File: config.mk
export PLATFORM = sky130hd
export DESIGN_NAME = vga_1bit_tx
export DESIGN_NICKNAME = d
export VERILOG_FILES = /design/src/rtl/vga_1bit_tx.sv
export SDC_FILE = /design/constraint.sdc
export NUM_CORES = 1
export LEC_CHECK = 0
export CAP_MARGIN = 25
export CORE_UTILIZATION = 50
export CTS_CLUSTER_SIZE = 20
export DETAILED_ROUTE_END_ITERATION = 12
export PLACE_DENSITY_LB_ADDON = 0.12
export SETUP_SLACK_MARGIN = 0.1
export SLEW_MARGIN = 40
export SYNTH_ARGS = -nofsm -noshare
export SYNTH_HDL_FRONTEND = slang
export SYNTH_SLANG_ARGS = --single-unit
File: constraint.sdc
create_clock -name clk -period 2.37 [get_ports clk]
set_clock_uncertainty 0.05 [all_clocks]
set_input_delay 0.237 -clock clk [delete_from_list [all_inputs] [get_ports clk]]
set_output_delay 0.237 -clock clk [all_outputs]
set_load 0.02 [all_outputs]
File: src/rtl/vga_1bit_tx.sv
// 1-bit VGA serializer: divided pixel clock, h/v counters, registered syncs and colour.
// Latency: syncs/colour change on the edge that ends the pixel-fetch clock; no backpressure, an empty source flags underflow.
module vga_1bit_tx #(
    parameter int H_ACTIVE = 640,
    parameter int H_FP     = 16,
    parameter int H_SYNC   = 96,
    parameter int H_BP     = 48,
    parameter int V_ACTIVE = 480,
    parameter int V_FP     = 10,
    parameter int V_SYNC   = 2,
    parameter int V_BP     = 33,
    parameter int CLK_DIV  = 4,
    parameter bit SYNC_POL = 1'b0
) (
    input  logic clk,
    input  logic rst_n,
    input  logic en,
    input  logic pix_valid,
    input  logic pix_data,
    output logic pix_ready,
    output logic h_sync,
    output logic v_sync,
    output logic color,
    output logic frame_start,
    output logic underflow
);

    localparam int H_TOTAL = H_ACTIVE + H_FP + H_SYNC + H_BP;
    localparam int V_TOTAL = V_ACTIVE + V_FP + V_SYNC + V_BP;
    localparam int HW = (H_TOTAL > 1) ? $clog2(H_TOTAL) : 1;
    localparam int VW = (V_TOTAL > 1) ? $clog2(V_TOTAL) : 1;
    localparam int DW = $clog2(CLK_DIV);

    localparam logic [HW-1:0] H_LAST = HW'(H_TOTAL - 1);
    localparam logic [HW-1:0] H_ACT  = HW'(H_ACTIVE);
    localparam logic [HW-1:0] H_SS   = HW'(H_ACTIVE + H_FP);
    localparam logic [HW-1:0] H_SE   = HW'(H_ACTIVE + H_FP + H_SYNC - 1);
    localparam logic [VW-1:0] V_LAST = VW'(V_TOTAL - 1);
    localparam logic [VW-1:0] V_ACT  = VW'(V_ACTIVE);
    localparam logic [VW-1:0] V_SS   = VW'(V_ACTIVE + V_FP);
    localparam logic [VW-1:0] V_SE   = VW'(V_ACTIVE + V_FP + V_SYNC - 1);
    localparam logic [DW-1:0] DIV_LAST = DW'(CLK_DIV - 1);
    localparam logic [DW-1:0] DIV_PRE  = DW'(CLK_DIV - 2);
    localparam logic SYNC_ON  = SYNC_POL;
    localparam logic SYNC_OFF = ~SYNC_POL;

    logic [DW-1:0] div_q, div_d;
    logic [HW-1:0] h_cnt_q, h_cnt_d;
    logic [VW-1:0] v_cnt_q, v_cnt_d;
    logic          run_q, run_d;
    logic          pix_ready_q, pix_ready_d;
    logic          frame_start_q, frame_start_d;
    logic          h_sync_q, h_sync_d;
    logic          v_sync_q, v_sync_d;
    logic          color_q, color_d;
    logic          underflow_q, underflow_d;

    logic          tick, pre_tick;
    logic [HW-1:0] h_next;
    logic [VW-1:0] v_next;
    logic          next_active, next_hs, next_vs;

    assign tick     = en && (div_q == DIV_LAST);
    assign pre_tick = en && (div_q == DIV_PRE);

    // The first tick after idle enters (0,0) instead of stepping past it.
    always_comb begin
        h_next = '0;
        v_next = '0;
        if (run_q) begin
            if (h_cnt_q == H_LAST) begin
                h_next = '0;
                v_next = (v_cnt_q == V_LAST) ? '0 : v_cnt_q + 1'b1;
            end else begin
                h_next = h_cnt_q + 1'b1;
                v_next = v_cnt_q;
            end
        end
    end

    assign next_active = (h_next < H_ACT) && (v_next < V_ACT);
    assign next_hs     = (h_next >= H_SS) && (h_next <= H_SE);
    assign next_vs     = (v_next >= V_SS) && (v_next <= V_SE);

    always_comb begin
        div_d         = div_q;
        h_cnt_d       = h_cnt_q;
        v_cnt_d       = v_cnt_q;
        run_d         = run_q;
        pix_ready_d   = 1'b0;
        frame_start_d = 1'b0;
        h_sync_d      = h_sync_q;
        v_sync_d      = v_sync_q;
        color_d       = color_q;
        underflow_d   = underflow_q;
        if (!en) begin
            div_d    = '0;
            h_cnt_d  = '0;
            v_cnt_d  = '0;
            run_d    = 1'b0;
            h_sync_d = SYNC_OFF;
            v_sync_d = SYNC_OFF;
            color_d  = 1'b0;
        end else begin
            div_d = (div_q == DIV_LAST) ? '0 : div_q + 1'b1;
            // Strobes are raised one clock early so they occupy exactly the tick clock.
            if (pre_tick) begin
                pix_ready_d   = next_active;
                frame_start_d = (h_next == '0) && (v_next == '0);
            end
            if (tick) begin
                h_cnt_d  = h_next;
                v_cnt_d  = v_next;
                run_d    = 1'b1;
                h_sync_d = next_hs ? SYNC_ON : SYNC_OFF;
                v_sync_d = next_vs ? SYNC_ON : SYNC_OFF;
                color_d  = pix_ready_q && pix_valid && pix_data;
                if (pix_ready_q && !pix_valid) begin
                    underflow_d = 1'b1;
                end
            end
        end
    end

    always_ff @(posedge clk) begin
        if (!rst_n) begin
            div_q         <= '0;
            h_cnt_q       <= '0;
            v_cnt_q       <= '0;
            run_q         <= 1'b0;
            pix_ready_q   <= 1'b0;
            frame_start_q <= 1'b0;
            h_sync_q      <= SYNC_OFF;
            v_sync_q      <= SYNC_OFF;
            color_q       <= 1'b0;
            underflow_q   <= 1'b0;
        end else begin
            div_q         <= div_d;
            h_cnt_q       <= h_cnt_d;
            v_cnt_q       <= v_cnt_d;
            run_q         <= run_d;
            pix_ready_q   <= pix_ready_d;
            frame_start_q <= frame_start_d;
            h_sync_q      <= h_sync_d;
            v_sync_q      <= v_sync_d;
            color_q       <= color_d;
            underflow_q   <= underflow_d;
        end
    end

    assign pix_ready   = pix_ready_q;
    assign frame_start = frame_start_q;
    assign h_sync      = h_sync_q;
    assign v_sync      = v_sync_q;
    assign color       = color_q;
    assign underflow   = underflow_q;

endmodule

Yosys cells after proc, flatten, opt, wreduce, memory -nomap -nowiden

Index checks and enable logic that the tools add are counted.

Flip-flop bits (word level): 29
Output and inout bits: 6
Input bits: 5
Logic and storage cells: 48

Muxes and demuxes: 7
Bitwise gates (word level): 2
Add/sub/neg operators: 3
Eq/ne operators: 4
Order comparisons: 6
Reductions and logical operators: 16

Operators by type and width:

| operator                                                         | number |
|---|---|
| 2-to-1 mux 10 bit                                                | 5 |
| adder 10 x 1 -> 10 bit (second input constant)                   | 2 |
| equality test 10 bit (second input constant)                     | 2 |
| zero test 10 bit                                                 | 2 |
| >= comparator 10 bit (second input constant)                     | 1 |
| >= comparator 10 x 9 -> 1 bit (second input constant)            | 1 |
| less-or-equal comparator 10 bit (second input constant)          | 1 |
| less-or-equal comparator 10 x 9 -> 1 bit (second input constant) | 1 |
| < comparator 10 bit (second input constant)                      | 1 |
| < comparator 10 x 9 -> 1 bit (second input constant)             | 1 |
| logical AND 1 bit                                                | 9 |
| AND reduction 3 bit                                              | 2 |
| equality test 2 bit (second input constant)                      | 2 |
| OR reduction 3 bit                                               | 1 |
| adder 2 x 1 -> 2 bit (second input constant)                     | 1 |
| 2-to-1 mux 1 bit                                                 | 2 |
| inverter 1 bit                                                   | 2 |
| AND reduction 2 bit                                              | 1 |
| zero test 1 bit                                                  | 1 |

Longest topological paths before layout

Depth after elaboration: 7
Depth in mapped cells: 9
Gate-level depth less buffers: 8

Worst setup path before layout

OpenSTA, ideal clock, no wires.

Path kind: register to register
Start: register h_cnt_q[0]
End: register frame_start_q (netlist: frame_start)
Path buffers: 2
Stages on the path, launching flop included: 10
Required time: 2.232 ns
Slack: -0.007 ns
Period minus slack after synthesis: 2.377 ns
Arrival: 2.239 ns
Library setup time: 0.088 ns
Path through: dfxtp_1 ha_1 and4_1 clkbuf_1 and3_1 clkbuf_1 mux2_2 o21ai_0 a41oi_1 nor4_2

Word-level cells in the longest chain between the ends: 5
Elaborated cells on any way between the ends: 9
Classes of those cells: 1 x add/sub; 1 x eq/ne; 4 x mux; 3 x reduce/logical

Ends and longest elaborated chain:

| what                                                           | line   | text |
|---|---|---|
| start: declaration                                             | 48     | `logic [HW-1:0] h_cnt_q, h_cnt_d;` |
| start signal: assignment                                       | 139    | `h_cnt_q <= h_cnt_d;` |
| adder 10 x 1 -> 10 bit or equality test 10 bit (tied branches) | 75, 71 |  |
| 2-to-1 mux 10 bit                                              | 71     | `if (h_cnt_q == H_LAST) begin` |
| 2-to-1 mux 10 bit                                              | 70     | `if (run_q) begin` |
| zero test 10 bit                                               | 109    | `frame_start_d = (h_next == '0) && (v_next == '0);` |
| logical AND 1 bit *                                            | 109    |  |
| end signal: assignment                                         | 143    | `frame_start_q <= frame_start_d;` |
| end: declaration                                               | 52     | `logic frame_start_q, frame_start_d;` |

Mark *: on every way between the ends. The rest lies on a longest branch, timed or not.
A chain may end at the register's enable or synchronous reset.

Worst setup path after layout

Start: register h_cnt_q[5]
End: register v_sync_q (netlist: v_sync)

Word-level cells in the longest chain between the ends: 6
Elaborated cells on any way between the ends: 7
Classes of those cells: 2 x order compare; 1 x eq/ne; 3 x mux; 1 x reduce/logical

Ends and longest elaborated chain:

| what                                                                                      | line | text |
|---|---|---|
| equality test 10 bit *                                                                    | 71   |  |
| 2-to-1 mux 10 bit *                                                                       | 71   |  |
| 2-to-1 mux 10 bit *                                                                       | 70   |  |
| >= comparator 10 x 9 -> 1 bit or less-or-equal comparator 10 x 9 -> 1 bit (tied branches) | 83   | `assign next_vs = (v_next >= V_SS) && (v_next <= V_SE);` |
| logical AND 1 bit *                                                                       | 83   |  |
| 2-to-1 mux 1 bit *                                                                        | 116  | `v_sync_d = next_vs ? SYNC_ON : SYNC_OFF;` |
| end signal: assignment                                                                    | 145  | `v_sync_q <= v_sync_d;` |
| end: declaration                                                                          | 54   | `logic v_sync_q, v_sync_d;` |

Marked as above.

==> flow_results.xml <==
<?xml version="1.0" encoding="UTF-8"?>
<metrics>
  <group name="global_route">
    <metric name="globalRouteTotalUtil" unit="">0.2816</metric>
    <metric name="globalRouteOverflowTotal" unit="">0</metric>
    <metric name="grt_start_max_net_pins" unit="">27</metric>
    <metric name="grt_pass1_vias" unit="">1916</metric>
    <metric name="antenna_found_initial" unit="">0</metric>
    <metric name="grt_pass1_wl" unit="um">8742</metric>
  </group>
  <group name="place">
    <metric name="placedInstanceArea" unit="sq um">2180</metric>
    <metric name="placement.io_buffers" unit="">10</metric>
    <metric name="place.gp.congestion" unit="">0.8942</metric>
    <metric name="hpwl" unit="um">3660</metric>
    <metric name="preCtsSetupSlack" unit="ns">0.1332</metric>
    <metric name="place_inst" unit="">321</metric>
  </group>
  <group name="route">
    <metric name="drc" unit="">0</metric>
    <metric name="viasPerCell" unit="">6.207</metric>
    <metric name="postRouteAntennaNets" unit="">0</metric>
    <metric name="dr_wl_cell" unit="um">16.19</metric>
    <metric name="drt_iter0_drc" unit="">150</metric>
    <metric name="via_count" unit="">2042</metric>
    <metric name="drt_wl_total" unit="um">5327</metric>
    <metric name="drt_first_pass_iters" unit="">4</metric>
  </group>
  <group name="worst_setup_path">
    <metric name="critical-path-slowest-cell" unit="">sky130_fd_sc_hd__or4b_4</metric>
    <metric name="critPathBufInv" unit="">0</metric>
    <metric name="arrival" unit="ns">2.31</metric>
    <metric name="path_class" unit="">reg2reg</metric>
    <metric name="crit_fanout" unit="">5</metric>
    <metric name="cp_top_family" unit="">simple AND/OR/NAND/NOR gates</metric>
    <metric name="slowest_delay" unit="ns">0.58</metric>
    <metric name="critical_path.endpoint_type" unit="">flop</metric>
    <metric name="crit_path_start_kind" unit="">flop</metric>
    <metric name="timing.critical_path.cells" unit="">or4b_4 -&gt; or4_4 -&gt; nor2_4 -&gt; xor2_1 -&gt; and3_1 -&gt; a31oi_1</metric>
    <metric name="worst-endpoint-required" unit="ns">2.48</metric>
  </group>
  <group name="sta">
    <metric name="slew_viol_final" unit="">0</metric>
    <metric name="max_slew_margin" unit="">0.7103</metric>
    <metric name="final_cycle_share" unit="">0.9292</metric>
    <metric name="setup-violations-final" unit="">0</metric>
    <metric name="timing.final.ws_setup" unit="ns">0.1678</metric>
    <metric name="rsz0062_at_grt" unit="">yes</metric>
    <metric name="maxClockFrequency" unit="GHz">0.4541</metric>
    <metric name="fin_setup_tns" unit="ns">0</metric>
    <metric name="timing.final.crit_period" unit="ns">2.202</metric>
    <metric name="worstMarginPinSlew" unit="ns">0.4236</metric>
    <metric name="hold-worst-slack" unit="ns">0.4057</metric>
    <metric name="hold_violation_total_from_the_final_report" unit="">0</metric>
  </group>
  <group name="final_layout">
    <metric name="post_route_cells_drive_above_1_share" unit="">0.1908</metric>
    <metric name="mostFrequentLayoutCell" unit="">sky130_fd_sc_hd__buf_4</metric>
    <metric name="fin_util" unit="">0.6739</metric>
    <metric name="postLayoutCellArea" unit="sq um">2337</metric>
    <metric name="layout_common_cells" unit="">sky130_fd_sc_hd__buf_4 (29), sky130_fd_sc_hd__dfxtp_1 (28), sky130_fd_sc_hd__a21oi_1 (27)</metric>
    <metric name="antenna_cells" unit="">0</metric>
    <metric name="nets" unit="">292</metric>
    <metric name="num-fill-cells" unit="">307</metric>
    <metric name="syn2layout_area_growth" unit="%">23.87</metric>
    <metric name="final_cell_count_no_fill" unit="">329</metric>
  </group>
  <group name="clock_network">
    <metric name="cts.sinks" unit="">29</metric>
    <metric name="cts-root-buf" unit="">sky130_fd_sc_hd__clkbuf_8</metric>
    <metric name="cts_made_buffers" unit="">5</metric>
    <metric name="clk_latency" unit="ns">0.29</metric>
    <metric name="cts_tree" unit="">built</metric>
    <metric name="ctsLongestPathBuffers" unit="">2</metric>
    <metric name="clock_tree.htree_level_count" unit="">2</metric>
    <metric name="postCtsSetupBuffers" unit="">0</metric>
    <metric name="clk_pin_slew" unit="ns">0.07</metric>
  </group>
  <group name="synthesis">
    <metric name="yosys_register_bits" unit="">29</metric>
    <metric name="number_of_synthesized_flops_with_an_enable_pin" unit="">0</metric>
    <metric name="synth_seq_area_share" unit="">0.3077</metric>
    <metric name="synth_cells" unit="">256</metric>
    <metric name="syn_area_per_cell" unit="sq um">7.370</metric>
    <metric name="total_standard_cell_area_after_synthesis" unit="sq um">1887</metric>
    <metric name="synth.distinct_cells" unit="">47</metric>
    <metric name="yosys.area.top_type_share" unit="">0.3077</metric>
    <metric name="postSynthNetCount" unit="">266</metric>
    <metric name="synth-main-ff-cell" unit="">sky130_fd_sc_hd__dfxtp_1</metric>
    <metric name="synth-async-reset-ratio" unit="">0</metric>
    <metric name="post-synth-top-area-cell" unit="">sky130_fd_sc_hd__dfxtp_1</metric>
    <metric name="yosys_warnings" unit="">0</metric>
    <metric name="synth_top_cells_by_area" unit="">sky130_fd_sc_hd__dfxtp_1 (31%), sky130_fd_sc_hd__a21oi_1 (7.2%), sky130_fd_sc_hd__nand2_1 (4.6%)</metric>
  </group>
  <group name="floorplan">
    <metric name="io_pins" unit="">11</metric>
    <metric name="initial_standard_cell_utilization_of_the_core" unit="">0.5440</metric>
    <metric name="die_h" unit="um">63.43</metric>
    <metric name="die_area" unit="sq um">4023</metric>
    <metric name="placementRows" unit="">21</metric>
    <metric name="dieWidth" unit="um">63.43</metric>
    <metric name="placeableCoreArea" unit="sq um">3468</metric>
  </group>
  <group name="flow_run">
    <metric name="max_cap_violations" unit="">0</metric>
  </group>
  <group name="power">
    <metric name="vdd_ir_drop_max" unit="V">0.0003650</metric>
    <metric name="power.density_cell_area" unit="nW/um^2">420.2</metric>
    <metric name="p_leak" unit="nW">0.8062</metric>
    <metric name="power" unit="mW">0.9821</metric>
  </group>
  <group name="worst_hold_path">
    <metric name="min_path_type" unit="">reg2reg</metric>
  </group>
  <group name="outcome">
    <metric name="status" unit="">finished clean</metric>
  </group>
</metrics>
## report_power, final
part	internal [mW]	switching (mW)	total (mW)
Sequential	0.489	0.00134	0.491
Clock	0.262	0.201	0.463
Combinational	0.0119	0.0164	0.0283
Total	0.763	0.219	0.982
## state kept, by name, indices dropped and copies added (netlist names)
signal	count
div_q	2
pix_ready	1
h_cnt_q	10
v_sync	1
underflow	1
frame_start	1
run_q	1
v_cnt_q	10
h_sync	1
color	1
## worst reg2reg max path: stages (launching register included)
cell	delay, ns
sky130_fd_sc_hd__dfxtp_1	0.35
sky130_fd_sc_hd__or4b_4	0.58
sky130_fd_sc_hd__or4_4	0.55
sky130_fd_sc_hd__nor2_4	0.11
sky130_fd_sc_hd__xor2_1	0.18
sky130_fd_sc_hd__and3_1	0.19
sky130_fd_sc_hd__a31oi_1	0.07
## final timing paths
check / start / to / slack (ns) / cells past startpoint
min: div_q[0] / div_q[0] / 0.41 / 1
max reg2reg: h_cnt_q[5] / v_sync / 0.17 / 6
min reg2reg: div_q[0] / div_q[0] / 0.41 / 1
max: h_cnt_q[5] / v_sync / 0.17 / 6
## synth_stat cells, types with 4 or more instances
cell                       instances
sky130_fd_sc_hd__a31oi_1           6
sky130_fd_sc_hd__nor2_1           21
sky130_fd_sc_hd__dfxtp_1          29
sky130_fd_sc_hd__nand4_1           7
sky130_fd_sc_hd__ha_1              5
sky130_fd_sc_hd__xor2_1            4
sky130_fd_sc_hd__or3_1             6
sky130_fd_sc_hd__and3_1            5
sky130_fd_sc_hd__nor3_1           14
sky130_fd_sc_hd__clkbuf_1         16
sky130_fd_sc_hd__xnor2_1           7
sky130_fd_sc_hd__nand3_1          16
sky130_fd_sc_hd__inv_1             6
sky130_fd_sc_hd__o21ai_0          12
sky130_fd_sc_hd__a21oi_1          27
sky130_fd_sc_hd__nand2_1          23
sky130_fd_sc_hd__nor4_1            8
## kinds of logic (layout without fill, tap and decap cells)
logic type      Yosys count  after routing  share of synthesized area
compound gates           64             64                     0.2029
xor+xnor                 11             11                    0.05106
fa+ha+maj                 5              5                    0.03316
buf+inv                  27             54                    0.05901
flops                    29             29                     0.3077
mux                       2              2                    0.01194
simple gates            118            118                     0.3342
## per-layer routing
| layer | track usage | vias to the layer above | part of all wire |
|---|---|---|---|
| met1 | 0.3677 | 978 | 0.45 |
| met3 | 0.06703 | 10 | 0.071 |
| met5 | 0 | - | 0 |
| met2 | 0.4309 | 68 | 0.46 |
| met4 | 0.1364 | 0 | 0.017 |
| li1 | - | 986 | - |
## what timing repair did
action / CTS / global route
gates resized for setup: 0 / 10
setup endpoints to repair: 0 / 5
hold buffers: 0 / 0
## area by class of cell
class	instances	area (sq um)	area share
multi-input cells	200	1252	0.5359
flip-flops and latches	29	581.8	0.2489
repair buffers	39	317.8	0.1360
clock buffers	7	96.34	0.04122
well taps	46	57.56	0.02463
inverters	7	26.28	0.01124
clock inverters	1	5.005	0.002141
(Power assumes the default switching activity.)
